**config.mk**
```make
export PLATFORM = sky130hd
export DESIGN_NAME = seq_detect_param
export DESIGN_NICKNAME = d
export VERILOG_FILES = /design/src/rtl/seq_detect_param.sv
export SDC_FILE = /design/constraint.sdc
export NUM_CORES = 1
export LEC_CHECK = 0
export CORE_MARGIN = 2
export CORE_UTILIZATION = 46
export CTS_CLUSTER_DIAMETER = 50
export CTS_CLUSTER_SIZE = 16
export DETAILED_ROUTE_END_ITERATION = 12
export GPL_ROUTABILITY_DRIVEN = 1
export GPL_TIMING_DRIVEN = 0
export MAX_ROUTING_LAYER = met4
export PLACE_DENSITY = 0.73
export SLEW_MARGIN = 10
export SYNTH_ARGS = -nofsm -noshare
export SYNTH_HDL_FRONTEND = slang
export SYNTH_SLANG_ARGS = --single-unit
```
**constraint.sdc**
```tcl
create_clock -name clock -period 1.75 [get_ports clock]
set_input_delay 0.35 -clock clock [delete_from_list [all_inputs] [get_ports clock]]
set_output_delay 0.35 -clock clock [all_outputs]
set_load 0.01 [all_outputs]
```
**src/rtl/seq_detect_param.sv**
```systemverilog
// seq_detect_param: runtime-configurable serial pattern detector.
// Watches a valid-qualified bit stream and pulses `detect` one cycle after
// the last `len` accepted bits equal the loaded pattern. Overlapping or
// restart-after-match behaviour is selectable at load time.
// Optional feature macro: SEQDET_MATCH_COUNT_EN builds the saturating
// match counter; without it `match_count` is tied to zero.
module seq_detect_param #(
  parameter int MAX_LEN = 8,
  parameter int LEN_W   = 4,
  parameter int CNT_W   = 8
) (
  input  logic               clock,
  input  logic               reset,
  input  logic               cfg_load,
  input  logic [MAX_LEN-1:0] cfg_pattern,
  input  logic [LEN_W-1:0]   cfg_len,
  input  logic               cfg_overlap,
  input  logic               data_valid,
  input  logic               data_in,
  output logic               detect,
  output logic [CNT_W-1:0]   match_count
);

  localparam logic [LEN_W-1:0]   LEN_MAX = LEN_W'(MAX_LEN);
  localparam logic [LEN_W-1:0]   LEN_RST = LEN_W'(6);
  localparam logic [MAX_LEN-1:0] PAT_RST = MAX_LEN'(6'b101100);

  logic [MAX_LEN-1:0] hist;
  logic [MAX_LEN-1:0] pat;
  logic [LEN_W-1:0]   len;
  logic               ovl;
  logic [LEN_W-1:0]   fill;

  logic [LEN_W-1:0]   len_clamp;
  logic [MAX_LEN-1:0] hist_next;
  logic [MAX_LEN-1:0] mask;
  logic [LEN_W:0]     fill_p1;
  logic               accept;
  logic               match;

  // Clamp the requested length into 1..MAX_LEN before it becomes active.
  always_comb begin
    len_clamp = cfg_len;
    if (cfg_len == '0) begin
      len_clamp = LEN_W'(1);
    end else if (cfg_len > LEN_MAX) begin
      len_clamp = LEN_MAX;
    end
  end

  // Match evaluation on the post-shift history; bits at or above len are masked off.
  always_comb begin
    accept    = data_valid & ~cfg_load;
    hist_next = {hist[MAX_LEN-2:0], data_in};
    fill_p1   = {1'b0, fill} + (LEN_W+1)'(1);
    mask      = '0;
    for (int i = 0; i < MAX_LEN; i++) begin
      mask[i] = (i < int'(len));
    end
    match = accept && (fill_p1 >= {1'b0, len}) && (((hist_next ^ pat) & mask) == '0);
  end

  // Configuration, history, fill level and the registered detect pulse.
  always_ff @(posedge clock) begin
    if (reset) begin
      pat    <= PAT_RST;
      len    <= LEN_RST;
      ovl    <= 1'b1;
      hist   <= '0;
      fill   <= '0;
      detect <= 1'b0;
    end else if (cfg_load) begin
      pat    <= cfg_pattern;
      len    <= len_clamp;
      ovl    <= cfg_overlap;
      hist   <= '0;
      fill   <= '0;
      detect <= 1'b0;
    end else begin
      detect <= match;
      if (accept) begin
        hist <= hist_next;
        if (match && !ovl) begin
          fill <= '0;
        end else if (fill != len) begin
          fill <= fill + LEN_W'(1);
        end
      end
    end
  end

`ifdef SEQDET_MATCH_COUNT_EN
  // Saturating match counter; survives cfg_load, cleared only by reset.
  always_ff @(posedge clock) begin
    if (reset) begin
      match_count <= '0;
    end else if (match && (match_count != {CNT_W{1'b1}})) begin
      match_count <= match_count + CNT_W'(1);
    end
  end
`else
  assign match_count = '0;
`endif

endmodule
```
# After elaboration in Yosys (flattened, before gate mapping)
# Cells that the tools add are included.
# totals
reg_bits,25
output_inout_bits,9
word_cells,36
in_bits,18
# classes
reduce_logical,9
eq_ne,1
magnitude_cmp,10
add_sub_neg,2
mux,4
n_bitwise,4
# op_table
operator,count
$lt 3x4->1 const A,4
$mux 4,4
$and 8x8->8,1
$logic_not 8->1,1
$lt 1x4->1 const A,2
$lt 2x4->1 const A,2
$xor 8x8->8,1
$add 4x1->5 const B,1
$ge 5x4->1,1
$add 4x1->4 const B,1
$gt 4x4->1 const B,1
$logic_not 4->1,1
$ne 4x4->1,1
$logic_and 1x1->1,3
$reduce_and 2->1,1
$reduce_bool 2->1,1
$reduce_or 2->1,1
$and 1x1->1,1
$logic_not 1->1,1
$not 1->1,1

# Depth between registers and ports, before layout
# depth
depth_word,7
ltp_mapped,8
mapped_depth_nobuf,7

# Least setup slack after synthesis
# No wires, ideal clock.
# synth_timing
path_kind,reg-to-reg
start,register fill[1]
end,register fill[2]
required_ps,1619
path_buffers,0
path_stages_with_launch,8
period_less_slack_ps,1764
arrival_time_ps,1633
setup_slack_ps,-14
setup_ps,131
path_cell_list,dfxtp_1 > ha_1 > xor2_1 > ha_1 > o21ai_0 > o21a_1 > nor4_4 > nor3_1
# synth_between
elab_chain_len,7
word_cells_on_any_way,11
cone_classes,2 x add/sub; 1 x order compare; 1 x eq/ne; 2 x mux; 5 x reduce/logical
# synth_rtl
item,line,rtl
start: declaration,32,logic [LEN_W-1:0] fill;
start signal: assignment,86,fill <= fill + LEN_W'(1);
$add 4x1->5,55,"fill_p1 = {1'b0, fill} + (LEN_W+1)'(1);"
$ge 5x4->1,60,"match = accept && (fill_p1 >= {1'b0, len}) && (((hist_next ^ pat) & mask) == '0);"
$logic_and 1x1->1 (2 in series),60,
$logic_and 1x1->1,83,if (match && !ovl) begin
$reduce_bool 2->1 (no source line),-,
$reduce_and 2->1 (no source line),-,
# Parallel ways exist; a longest one is shown, timed or not. The select of a mux whose other input is x is not followed.
# A chain may end at the register's enable or synchronous reset.

# Worst setup path in the final report
# layout_timing
start,input port data_in
end,register fill[2]
# layout_between
elab_chain_len,7
word_cells_on_any_way,8
cone_classes,1 x mux; 2 x bitwise; 5 x reduce/logical
# layout_rtl
item,line,rtl
start: declaration,19,"input logic data_in,"
$xor 8x8->8 (*),60,
$and 8x8->8 (*),60,
$logic_not 8->1 (*),60,
$logic_and 1x1->1 (*),60,
$logic_and 1x1->1 (*),83,
$reduce_bool 2->1 (no source line),-,
$reduce_and 2->1 (no source line),-,
# Mark *: on every way between the ends. The rest lies on a longest branch, timed or not.

==> metrics.yaml <==
status:
  status: "complete, but fails checks"
  violations: "design-rule violations"
grt:
  grt_pass1_vias: 1067
  grt_max_degree: 16
  antenna_found_initial: 0
  grt_pass1_wl_mm: 4.66
  grtUsageTotal: 0.178
  grt_overflow: 0
hold_path:
  hold_class: "input pin to flip-flop"
sta:
  slew_headroom: 0.648
  worst_slack_ns: 0.00759
  finalHoldViolCount: 0
  slew_viol_final: 0
  rsz0062_at_grt: "yes"
  max_freq_ghz: 0.574
  skew_ns: 0.00414
  min_period_over_period: 0.996
  worstMarginPinSlew_ns: 0.528
  min_period_ns: 1.74
  tns_ns: 0
  setup_violations: 0
routing:
  drt_wl_total_mm: 2.62
  vias: 1037
  vias_per_cell: 5.03
  drc: 2
  drt-pass1-iter-count: 8
  wl_per_cell_um: 12.7
  drt_iter0_drc: 22
  final_antenna_net_count: 0
power:
  power_uw: 1080
  power_density_mw_per_mm2: 625
  ir_drop_mv: 0.563
  power_leakage_uw: 0.000723
clock_network:
  cts_tree: "yes"
  ctsHoldBuffers: 0
  clock_path_buffers: 2
  cts_root_buffer: "clkbuf_4"
  cts.reportedPaths.clkPinSlew_ns: 0.14
  cts.sinks: 25
  clkLatencyLatePin_ns: 0.31
  cts_made_buffers: 3
  h-tree-depth: 1
setup_path:
  crit_path_max_fanout: 4
  worstReg2RegStart: "fill[0]$_SDFFE_PP0P_"
  arrival_ns: 1.95
  crit_path_end: "fill[2]$_SDFFE_PP0P_"
  cp_cell_sequence: "clkdlybuf4s50_1 -> xnor2_2 -> o211ai_1 -> a211o_1 -> nor4_4 -> nor3_1"
  cpMaxStageDelayCell: "clkdlybuf4s50_1"
  worst_r2r_path_depth: 5
  setup.worst_path.start: "data_in"
  max_stage_delay_ns: 0.53
  crit_cells: 6
  crit_family: "buffers and inverters"
  regToRegSetupSlack_ns: 0.05
  cp-end-kind: "flip-flop"
  setup.worst_path.class: "input pin to flip-flop"
  crit_buf_inv: 1
  worst_setup_path_start_kind: "input pin"
  critPathRequiredTime_ns: 1.95
  r2r_end: "fill[2]$_SDFFE_PP0P_"
floorplanning:
  die-area_mm2: 0.00346
  core_mm2: 0.00281
  initial_core_util: 0.492
  die_h_um: 58.8
  rows: 19
  io_pins: 27
  die_x_um: 58.8
logic_synthesis:
  synthDistinctLibCells: 34
  syn_inst: 144
  netlist_area_mm2: 0.00138
  ys_seq_area_frac: 0.362
  synth_seq_cells: 25
  avgSynthCellArea_um2: 9.59
  ys_warn_count: 0
final_layout:
  final_cell_mix: "21 x dfxtp_1, 18 x nor2_1, 16 x clkdlybuf4s50_1"
  synthToLayoutAreaGrowth_pct: 25.5
  diodes: 0
  layout-drive-gt1-share: 0.211
  final_area_mm2: 0.00173
  layout.nets: 199
  final_common_cell: "dfxtp_1"
placed_design:
  dpl_cell_area_mm2: 0.00161
  io_buffers: 16
  dp_hpwl_mm: 2.06
  gp_congestion: 0.833
  dp_slack_ns: -0.361
job:
  max_cap_violations: 0
flip-flops by register name, summed over array words and instances, names as in the netlist:
register	count
len	4
detect	1
pat	8
fill	4
ovl	1
hist	7
through the flow:
stage | hold WS, ns | utilization | cells
2_1_floorplan | 0.449 | - | 151
3_3_place_gp | 0.504 | 0.573 | 198
3_5_place_dp | 0.526 | 0.573 | 198
4_1_cts | 0.280 | 0.608 | 204
5_1_grt | 0.277 | 0.618 | 206
6_report | 0.285 | 0.618 | 206
final cells by class:
cell class	count	area, µm²
multi-input cells	106	817
inverters	4	15.0
clock inverters	1	7.51
well taps	31	38.8
fillers	243	1070
flip-flops and latches	25	510
repair buffers	20	190
clock buffers	3	22.5
plain buffers	16	131
cell families after synthesis:
logic type / count (synthesis) / synth area share
adders and majority gates: 5 / 0.0453
other: 1 / 0.00271
and+or+nand+nor: 40 / 0.152
AOI/OAI and AO/OA: 23 / 0.123
DFF: 25 / 0.362
xor gates and xnor gates: 16 / 0.107
buffers and inverters: 20 / 0.106
muxes: 14 / 0.101
worst reg2reg max path: stages, from the launching register on:
cell     delay [ns]
dfxtp_4        0.40
ha_1           0.33
or4_1          0.54
nand3_1        0.11
xor2_1         0.15
nor3_1         0.06
Yosys cell counts (all sizes together):
cell type	count	area share
a31oi	1	0.0045
clkbuf	3	0.0082
or4	1	0.0054
dfxtp	25	0.36
inv	4	0.011
o221ai	1	0.0063
o21a	1	0.0054
xnor2	9	0.057
nor2b	4	0.018
nand3	3	0.011
buf	13	0.087
nand2b	1	0.0045
o41ai	1	0.012
nor4	1	0.015
o21ai	5	0.018
mux2i	14	0.10
a211o	5	0.032
a21oi	4	0.014
a211oi	2	0.014
a22oi	1	0.0054
nor3	7	0.029
o211ai	2	0.011
or2	2	0.0091
nor2	18	0.049
ha	5	0.045
nand2	2	0.0054
conb	1	0.0027
and2b	1	0.0054
xor2	7	0.050
worst min path at each step:
stage / from / endpoint / slack (ns) / cells past startpoint
2_1_floorplan: reset / pat[2]$_SDFFE_PP1P_ / 0.45 / 1
3_3_place_gp: hist[6]$_SDFFE_PP0P_ / hist[6]$_SDFFE_PP0P_ / 0.50 / 2
3_5_place_dp: pat[7]$_SDFFE_PP0P_ / pat[7]$_SDFFE_PP0P_ / 0.53 / 2
4_1_cts: cfg_load / pat[2]$_SDFFE_PP1P_ / 0.28 / 2
5_1_grt: cfg_load / pat[2]$_SDFFE_PP1P_ / 0.28 / 2
6_report: cfg_load / pat[2]$_SDFFE_PP1P_ / 0.29 / 2
where the power goes:
group | leakage (µW) | switching (µW) | internal (µW)
logic | 0.000502 | 96.1 | 115
registers | 0.000207 | 20.0 | 589
clock network | 0.0000139 | 176 | 87.1
total | 0.000723 | 292 | 790
routing by layer:
layer,track usage,share of wire,vias to the layer above
met5,-,0,-
met2,0.294,0.50,24
met1,0.221,0.43,465
met4,0.0617,0.020,0
met3,0.0264,0.047,6
li1,-,-,542
what timing repair did:
item | CTS | global route
endpoints found under the setup margin | 5 | 5
buffers inserted | 2 | 2
gates resized for setup | 13 | 3
pin swaps | 2 | 4
No activity file was read; power rests on OpenSTA's default activity.
